## src/rtl/wb_dma_master_pkg.sv

```systemverilog
// Shared definitions for the Wishbone block-copy DMA master.
package wb_dma_master_pkg;

  typedef enum logic [2:0] {
    StIdle = 3'd0,
    StRd   = 3'd1,
    StRgap = 3'd2,
    StWr   = 3'd3,
    StWgap = 3'd4
  } dma_state_e;

  localparam logic [31:0] ADDR_STEP = 32'd4;

  function automatic logic [31:0] word_align(input logic [31:0] a);
    return {a[31:2], 2'b00};
  endfunction

endpackage

```

## src/rtl/wb_dma_master_if.sv

```systemverilog
// Wishbone bus signals between the DMA master and WB_intercon.
interface wb_dma_master_if;
  logic        STB;
  logic        WE;
  logic [31:0] ADDR;
  logic [31:0] DAT_O;
  logic [31:0] DAT_I;
  logic        ACK;

  modport master (output STB, WE, ADDR, DAT_O, input DAT_I, ACK);
  modport slave  (input STB, WE, ADDR, DAT_O, output DAT_I, ACK);
endinterface

```

## src/rtl/wb_ack_timeout.sv

```systemverilog
// Wait-state counter; flags the cycle in which the TIMEOUT-th unacknowledged cycle completes.
module wb_ack_timeout
  import wb_dma_master_pkg::*;
#(
  parameter int unsigned TIMEOUT = 1023
) (
  input  logic clk,
  input  logic rst,
  input  logic clr,
  input  logic en,
  output logic expired
);

  localparam int unsigned CntW = (TIMEOUT < 2) ? 1 : $clog2(TIMEOUT + 1);

  logic [CntW-1:0] cnt_q;

  always_ff @(posedge clk or posedge rst) begin
    if (rst) begin
      cnt_q <= '0;
    end else if (clr) begin
      cnt_q <= '0;
    end else if (en) begin
      cnt_q <= cnt_q + 1'b1;
    end
  end

  // Fires one cycle early so the bus drops exactly as the count reaches TIMEOUT.
  assign expired = en && (cnt_q == CntW'(TIMEOUT - 1));

endmodule

```

## src/rtl/wb_dma_master.sv

```systemverilog
// Wishbone DMA master: copies cfg_len words from cfg_src to cfg_dst, one read then one write each.
module wb_dma_master
  import wb_dma_master_pkg::*;
#(
  parameter int unsigned LEN_W   = 16,
  parameter int unsigned TIMEOUT = 1023
) (
  input  logic                 clk,
  input  logic                 rst,
  input  logic [31:0]          cfg_src,
  input  logic [31:0]          cfg_dst,
  input  logic [LEN_W-1:0]     cfg_len,
  input  logic                 start,
  input  logic                 abort,
  wb_dma_master_if.master      bus,
  output logic                 busy,
  output logic                 done,
  output logic                 err,
  output logic                 INT,
  output logic [LEN_W-1:0]     words_left
);

  dma_state_e       state_q;
  logic             stb_q, we_q;
  logic [31:0]      addr_q, dat_o_q;
  logic [31:0]      src_q, dst_q, data_q;
  logic [LEN_W-1:0] words_left_q;
  logic             busy_q, done_q, err_q;
  logic             abort_pend_q;
  logic             tmo_clr, tmo_en, tmo_expired;

  assign tmo_clr = !stb_q;
  assign tmo_en  = stb_q && !bus.ACK;

  wb_ack_timeout #(
    .TIMEOUT(TIMEOUT)
  ) u_ack_timeout (
    .clk    (clk),
    .rst    (rst),
    .clr    (tmo_clr),
    .en     (tmo_en),
    .expired(tmo_expired)
  );

  always_ff @(posedge clk or posedge rst) begin
    if (rst) begin
      state_q      <= StIdle;
      stb_q        <= 1'b0;
      we_q         <= 1'b0;
      addr_q       <= '0;
      dat_o_q      <= '0;
      src_q        <= '0;
      dst_q        <= '0;
      data_q       <= '0;
      words_left_q <= '0;
      busy_q       <= 1'b0;
      done_q       <= 1'b0;
      err_q        <= 1'b0;
      abort_pend_q <= 1'b0;
    end else begin
      unique case (state_q)
        StIdle: begin
          if (start) begin
            done_q <= 1'b0;
            err_q  <= 1'b0;
            if (cfg_len == '0) begin
              done_q <= 1'b1;
            end else begin
              src_q        <= word_align(cfg_src);
              dst_q        <= word_align(cfg_dst);
              words_left_q <= cfg_len;
              abort_pend_q <= 1'b0;
              busy_q       <= 1'b1;
              stb_q        <= 1'b1;
              we_q         <= 1'b0;
              addr_q       <= word_align(cfg_src);
              state_q      <= StRd;
            end
          end
        end
        StRd: begin
          if (bus.ACK) begin
            data_q       <= bus.DAT_I;
            src_q        <= src_q + ADDR_STEP;
            stb_q        <= 1'b0;
            abort_pend_q <= abort;
            state_q      <= StRgap;
          end else if (tmo_expired) begin
            stb_q   <= 1'b0;
            err_q   <= 1'b1;
            busy_q  <= 1'b0;
            state_q <= StIdle;
          end
        end
        StRgap: begin
          // An abort seen at or after the read ACK drops the fetched word.
          if (abort || abort_pend_q) begin
            busy_q  <= 1'b0;
            done_q  <= 1'b1;
            state_q <= StIdle;
          end else begin
            stb_q   <= 1'b1;
            we_q    <= 1'b1;
            addr_q  <= dst_q;
            dat_o_q <= data_q;
            state_q <= StWr;
          end
        end
        StWr: begin
          if (bus.ACK) begin
            dst_q        <= dst_q + ADDR_STEP;
            words_left_q <= words_left_q - 1'b1;
            stb_q        <= 1'b0;
            abort_pend_q <= abort;
            state_q      <= StWgap;
          end else if (tmo_expired) begin
            stb_q   <= 1'b0;
            we_q    <= 1'b0;
            err_q   <= 1'b1;
            busy_q  <= 1'b0;
            state_q <= StIdle;
          end
        end
        StWgap: begin
          if (words_left_q == '0 || abort || abort_pend_q) begin
            we_q    <= 1'b0;
            busy_q  <= 1'b0;
            done_q  <= 1'b1;
            state_q <= StIdle;
          end else begin
            stb_q   <= 1'b1;
            we_q    <= 1'b0;
            addr_q  <= src_q;
            state_q <= StRd;
          end
        end
        default: state_q <= StIdle;
      endcase
    end
  end

  assign bus.STB    = stb_q;
  assign bus.WE     = we_q;
  assign bus.ADDR   = addr_q;
  assign bus.DAT_O  = dat_o_q;
  assign busy       = busy_q;
  assign done       = done_q;
  assign err        = err_q;
  assign INT        = done_q | err_q;
  assign words_left = words_left_q;

endmodule

```

## src/flat_wrapper.sv

```systemverilog
// flat-port wrapper written by rule: the top's interface ports become plain ports
module wb_dma_master_flat import wb_dma_master_pkg::*;
#(
  parameter int unsigned LEN_W   = 16,
  parameter int unsigned TIMEOUT = 1023
)
  (clk, rst, cfg_src, cfg_dst, cfg_len, start, abort, busy, done, err, INT, words_left, bus_STB, bus_WE, bus_ADDR, bus_DAT_O, bus_DAT_I, bus_ACK);
  wb_dma_master_if bus_i ();
  input  logic clk;
  input  logic rst;
  input  logic [31:0] cfg_src;
  input  logic [31:0] cfg_dst;
  input  logic [LEN_W-1:0] cfg_len;
  input  logic start;
  input  logic abort;
  output logic busy;
  output logic done;
  output logic err;
  output logic INT;
  output logic [LEN_W-1:0] words_left;
  output wire logic [$bits(bus_i.STB)-1:0] bus_STB;
  output wire logic [$bits(bus_i.WE)-1:0] bus_WE;
  output wire logic [$bits(bus_i.ADDR)-1:0] bus_ADDR;
  output wire logic [$bits(bus_i.DAT_O)-1:0] bus_DAT_O;
  input wire logic [$bits(bus_i.DAT_I)-1:0] bus_DAT_I;
  input wire logic [$bits(bus_i.ACK)-1:0] bus_ACK;
  assign bus_STB = bus_i.STB;
  assign bus_WE = bus_i.WE;
  assign bus_ADDR = bus_i.ADDR;
  assign bus_DAT_O = bus_i.DAT_O;
  assign bus_i.DAT_I = bus_DAT_I;
  assign bus_i.ACK = bus_ACK;
  wb_dma_master #(.LEN_W(LEN_W), .TIMEOUT(TIMEOUT)) u_core (.clk(clk), .rst(rst), .cfg_src(cfg_src), .cfg_dst(cfg_dst), .cfg_len(cfg_len), .start(start), .abort(abort), .bus(bus_i), .busy(busy), .done(done), .err(err), .INT(INT), .words_left(words_left));
endmodule
```

## config.mk

```make
export PLATFORM = sky130hd
export DESIGN_NAME = wb_dma_master_flat
export DESIGN_NICKNAME = d
export VERILOG_FILES = /design/src/rtl/wb_dma_master_pkg.sv /design/src/rtl/wb_dma_master_if.sv /design/src/rtl/wb_ack_timeout.sv /design/src/rtl/wb_dma_master.sv /design/src/flat_wrapper.sv
export SDC_FILE = /design/constraint.sdc
export NUM_CORES = 1
export LEC_CHECK = 0
export CAP_MARGIN = 20
export CELL_PAD_IN_SITES_DETAIL_PLACEMENT = 1
export CELL_PAD_IN_SITES_GLOBAL_PLACEMENT = 1
export CORE_UTILIZATION = 40
export CTS_CLUSTER_DIAMETER = 60
export CTS_CLUSTER_SIZE = 14
export DETAILED_ROUTE_END_ITERATION = 10
export DONT_BUFFER_PORTS = 1
export GPL_ROUTABILITY_DRIVEN = 1
export PLACE_DENSITY = 0.75
export SYNTH_ARGS = -nofsm -noshare
export SYNTH_HDL_FRONTEND = slang
export SYNTH_HIERARCHICAL = 1
export SYNTH_SLANG_ARGS = --single-unit
```

## constraint.sdc

```tcl
create_clock -name clk -period 18 [get_ports clk]
set_clock_uncertainty 0.05 [all_clocks]
set_input_delay 3.6 -clock clk [delete_from_list [all_inputs] [get_ports clk]]
set_output_delay 3.6 -clock clk [all_outputs]
set_load 0.005 [all_outputs]
```

# After elaboration in Yosys (flattened, before gate mapping)
# Cells that the tools add are included.
[word_totals]
register_bits = 195
in_bits = 117
output_inout_bits = 86
word_cells = 118
[op_classes]
n_addsub = 4
eq_ne = 20
mux = 50
bitwise = 2
n_reduce_logical = 28
[op_table]
columns = ["cell", "count"]
rows = [
  ["32-bit 2-to-1 mux", 8],
  ["32-bit one-hot mux with 2 select lines", 2],
  ["32-bit one-hot mux with 3 select lines", 1],
  ["32-bit by 3-bit adder with 32-bit output (second input constant)", 2],
  ["16-bit 2-to-1 mux", 3],
  ["16-bit zero test", 2],
  ["16-bit one-hot mux with 2 select lines", 1],
  ["1-bit 2-to-1 mux", 20],
  ["10-bit 2-to-1 mux", 2],
  ["4-bit AND reduction", 5],
  ["2-bit inequality test (second input constant)", 9],
  ["16-bit by 1-bit subtractor with 16-bit output (second input constant)", 1],
  ["3-bit 2-to-1 mux", 5],
  ["3-bit one-hot mux with 5 select lines", 1],
  ["1-bit one-hot mux with 4 select lines", 3],
  ["6-bit AND reduction", 2],
  ["10-bit by 1-bit adder with 10-bit output (second input constant)", 1],
  ["10-bit == test (second input constant)", 1],
  ["2-bit by 1-bit inequality test with 1-bit output (second input constant)", 5],
  ["4-bit nonzero test", 2],
  ["7-bit AND reduction", 1],
  ["3-bit by 2-bit == test with 1-bit output (second input constant)", 2],
  ["2-bit AND reduction", 3],
  ["2-bit nonzero test", 3],
  ["15 further kinds", 19],
]

# Longest topological paths before layout
[logic_depth]
depth_word = 6
depth_mapped = 10
ltp_nobuf = 9

# Cells and area by module
# Netlist, hierarchy kept.
[by_module_without_submodules]
columns = ["module", "instances", "cells_each", "area_per_inst_um2", "seq_area_each_um2"]
rows = [
  ["wb_dma_master", 1, 963, 9356.5, 4504.3],
  ["wb_ack_timeout", 1, 53, 534.3, 250.2],
]

# Least setup slack after synthesis
# OpenSTA, ideal clock, no wires.
[synth_path]
path_type = "in2reg"
startpoint = "input cfg_len[11]"
endpoint = "register u_core.dst_q[20]"
setup_ns = 0.121
t_arrival_ns = 5.132
t_required_ns = 17.829
setup_slack_ns = 12.697
path_stages = 6
path_buffers = 1
cell_sequence = "nor4_1 a41oi_1 a31oi_1 clkbuf_1 nor2_1 o22a_1"
[synth_between]
elab_chain_len = 3
[synth_rtl]
columns = ["element", "line_no", "text"]
rows = [
  ["start: declaration", "flat_wrapper.sv:13", "input logic [LEN_W-1:0] cfg_len;"],
  ["16-bit zero test", "wb_dma_master.sv:66", "if (cfg_len == '0) begin"],
  ["2-bit inequality test (no source line)", "n/a", ""],
  ["4-bit AND reduction (no source line)", "n/a", ""],
  ["end signal: assignment", "wb_dma_master.sv:70", "dst_q <= word_align(cfg_dst);"],
  ["end signal: assignment", "wb_dma_master.sv:111", "dst_q <= dst_q + ADDR_STEP;"],
  ["end: declaration", "wb_dma_master.sv:26", "logic [31:0] src_q, dst_q, data_q;"],
]
# No other way between the ends.
# A chain may end at the register's enable or synchronous reset.

# Worst setup path in the final report
[layout_path]
startpoint = "input cfg_len[3]"
endpoint = "register u_core.addr_q[30], in the netlist u_core/bus.ADDR[30]"
[layout_between]
elab_chain_len = 3
[layout_rtl]
columns = ["element", "line_no", "text"]
rows = [
  ["16-bit zero test", "wb_dma_master.sv:66", ""],
  ["2-bit inequality test (no source line)", "n/a", ""],
  ["5-bit AND reduction (no source line)", "n/a", ""],
  ["end signal: assignment", "wb_dma_master.sv:76", "addr_q <= word_align(cfg_src);"],
  ["end signal: assignment", "wb_dma_master.sv:104", "addr_q <= dst_q;"],
  ["end signal: assignment", "wb_dma_master.sv:133", "addr_q <= src_q;"],
  ["end: declaration", "wb_dma_master.sv:25", "logic [31:0] addr_q, dat_o_q;"],
]
# No other way between the ends.

==> metrics.yaml <==
drt_iter0_markers: 591
total_power_mw: 1.95
synth_edf_count: 0
finalWorstSetupSlack_ps: 12490
synth_top_area_share_pct: 48.1
drc: 0
cts_sinks: 190
grt_antenna_before_repair: 5
dr_total_vias: 8102
final_layout_size_suffix_gt1_share_pct: 13.9
power.switching_mw: 0.829
overflow: 0
io_pins: 203
finalCritPeriodShare_pct: 30.6
rows: 57
path_cells: "nor4_1 -> a41oi_1 -> buf_4 -> nand3_1 -> nand3_4 -> mux2_1"
synth_flop_cell: "dfrtp_1"
max_stage_delay_ps: 520
synth_area_per_cell_sq_um: 9.73
start_util_pct: 40.7
fmax_mhz: 182
final_nets: 1100
ant_nets: 0
vdd_drop_max_uv: 87.1
h-tree-depth: 4
firstDrtPassIters: 5
hold-path-endpoint: "u_core/bus.DAT_O[6]"
critPathArrivalTime_ps: 5770
grt_max_degree: 78
grt_pass1_wl_um: 48300
worst_pin_slew_ps: 1110
crit_cells: 6
synth_top_cell_by_area: "dfrtp_1"
chipWidth_um: 159
rsz0062_at_grt: "no"
critPathRequiredTime_ps: 18260
clock_path_buffers: 2
final_common_cell: "dfrtp_1"
routed_wl_um: 30400
p_int_mw: 1.12
die_area_sq_um: 25400
area_growth_pct: 8.98
cts_resized: 0
hold_depth: 1
rr_startpoint: "u_core/words_left[0]"
cts_root_buf: "clkbuf_16"
status: "finished clean"
cts_tree: "built"
reg2reg_depth: 7
cts-buffers-inserted: 17
path_class: "input port to register"
finalSetupViolCount: 0
pwr-share-clk_pct: 19.9
core_area_sq_um: 24300
synth_fp_nets: 1138
cp_slowest_cell: "nand3_4"
synth-seq-cells: 190
final_max_slew_viol_count: 0
ys.warnings.count: 6
switching_share_pct: 42.4
clock_latency_ps: 440
crit_fanout: 32
grt_pass1_vias: 8269
final_cell_mix: "190 x dfrtp_1, 122 x a21oi_1, 68 x nand2_1"
relSlewSlack_pct: 25.6
crit_family: "simple AND/OR/NAND/NOR gates"
hp-start: "u_core/data_q[6]"
placed_area_sq_um: 10100
seq_power_share_pct: 44.8
hold_class: "register to register"
max-cap-violations: 0
r2r-end: "u_core/bus.ADDR[30]"
cts_setup_buffers: 0
setup_tns_ps: 0
gp_congestion: 0.833
final_cell_area_sq_um: 10800
r2r_setup_slack_ps: 14790
routedWlPerCell_um: 23.0
async_flop_share_pct: 100
port_buffers: 0
final_hold_viol_count: 0
p_comb_share_pct: 35.3
grt_use_total_pct: 24.3
holdBufCountCts: 0
netlist_area_sq_um: 9890
fin_crit_ps: 5510
cellPowerDensity_nw_per_um2: 181
synth_cells: 1016
viasPerCell: 6.14
crit_path_start_kind: "input port"
fp.dieH_um: 159
synth_cell_types: 65
clk_pin_slew_ps: 80
hpwlAfterDp_um: 20900
seq_area_frac_synth_pct: 48.1
endpoint_kind: "register"
netlist_top_cells_area: "dfrtp_1 48%, mux2_2 7.3%, a21oi_1 6.2%"
power.leakage_nw: 4.33
pre_cts_ws_ps: 12090
path_buf_inv: 1
cell usage after synthesis, types with 3 or more instances:
library cell / n
nand2_1: 68
o31ai_1: 6
o21bai_1: 3
nor3b_1: 5
or4_1: 7
and4_1: 8
o32ai_1: 3
and3_1: 9
a22oi_1: 6
clkbuf_1: 60
mux2_2: 64
a21oi_1: 122
a41oi_1: 6
o22ai_1: 19
ha_1: 5
xor2_1: 3
buf_6: 4
inv_1: 44
nand4_1: 24
nor2_1: 69
mux2i_1: 32
o22a_1: 18
nor4_1: 14
a2bb2oi_1: 11
o2bb2ai_1: 3
o21a_1: 5
nor3_1: 14
buf_2: 5
o2bb2a_1: 4
dfrtp_1: 190
a31o_2: 3
o21ai_0: 60
a22o_1: 29
a31oi_1: 15
nand3_1: 36
and2_1: 3
worst max path at each step:
stage                           from             endpoint  slack, ps
after floorplan                  rst  u_core/abort_pend_q       9460
after global placement    cfg_len[3]  u_core/bus.ADDR[30]      12070
after detailed placement     bus_ACK     u_core/src_q[17]      12090
after CTS                 cfg_len[3]  u_core/bus.ADDR[30]      12530
after global routing      cfg_len[3]  u_core/bus.ADDR[31]      12350
final                     cfg_len[3]  u_core/bus.ADDR[30]      12490
cells by family (layout without fill, tap and decap cells):
kind of cell / Yosys count / in the layout / share of synthesized area, %
adder cells (fa/ha/maj): 5 / 5 / 0.633
multiplexers: 98 / 98 / 10.8
AND/OR/NAND/NOR: 275 / 275 / 14.2
other: 0 / 5 / 0
AO/OA/AOI/OAI: 327 / 327 / 21.0
XOR/XNOR: 5 / 5 / 0.443
buffers and inverters: 116 / 91 / 4.86
flip-flops: 190 / 190 / 48.1
cell type report:
| type | instances | area (sq um) |
|---|---|---|
| antenna | 5 | 12.5 |
| clock buffer | 18 | 439 |
| clock inverter | 14 | 163 |
| fill | 2700 | 13500 |
| inverter | 44 | 170 |
| multi-input combinational | 710 | 4710 |
| sequential | 190 | 4750 |
| tap | 324 | 405 |
| timing repair buffer | 15 | 123 |
sequential cells by signal, summed over array words and instances, names as in the netlist, 3 cells and up:
signal and cells:
u_core/bus.DAT_O 32, u_core/words_left 16, u_core/data_q 32, u_core/u_ack_timeout/cnt_q 10, u_core/bus.ADDR 31, u_core/state_q 3, u_core/dst_q 30, u_core/src_q 30
power groups by stage:
| stage | Clock [mW] | Sequential [mW] | Combinational, mW |
|---|---|---|---|
| after CTS | 0.398 | 0.876 | 0.692 |
| after global placement | 0 | 0.873 | 0.657 |
| after global routing | 0.413 | 0.906 | 0.772 |
| after detailed placement | 0 | 0.882 | 0.687 |
| final | 0.389 | 0.875 | 0.690 |
| after floorplan | 0 | 0.774 | 0.573 |
metal layers:
metal	GRT usage [%]	up-vias	part of all wire [%]
li1	-	3683	-
met1	30.9	4131	41
met2	39.2	252	48
met3	8.13	36	9.1
met4	7.52	0	2.1
met5	0	-	0
metrics by stage:
step / hold slack [ps] / util [%] / std cells
floorplan: 416 / - / 1016
global placement: 436 / 41.7 / 1280
detailed placement: 443 / 41.7 / 1280
CTS: 460 / 44.1 / 1312
global route: 473 / 44.3 / 1317
finish: 458 / 44.3 / 1320
worst reg2reg max path, delay by kind of cell (launching register included):
family                   cells  cell delay, ps
AND/OR/NAND/NOR              3            1150
AO/OA/AOI/OAI                1             570
multiplexers                 1             540
flip-flops                   1             420
adder cells (fa/ha/maj)      1             220
buffers and inverters        1             120
Power figures use the tool's default switching activity.
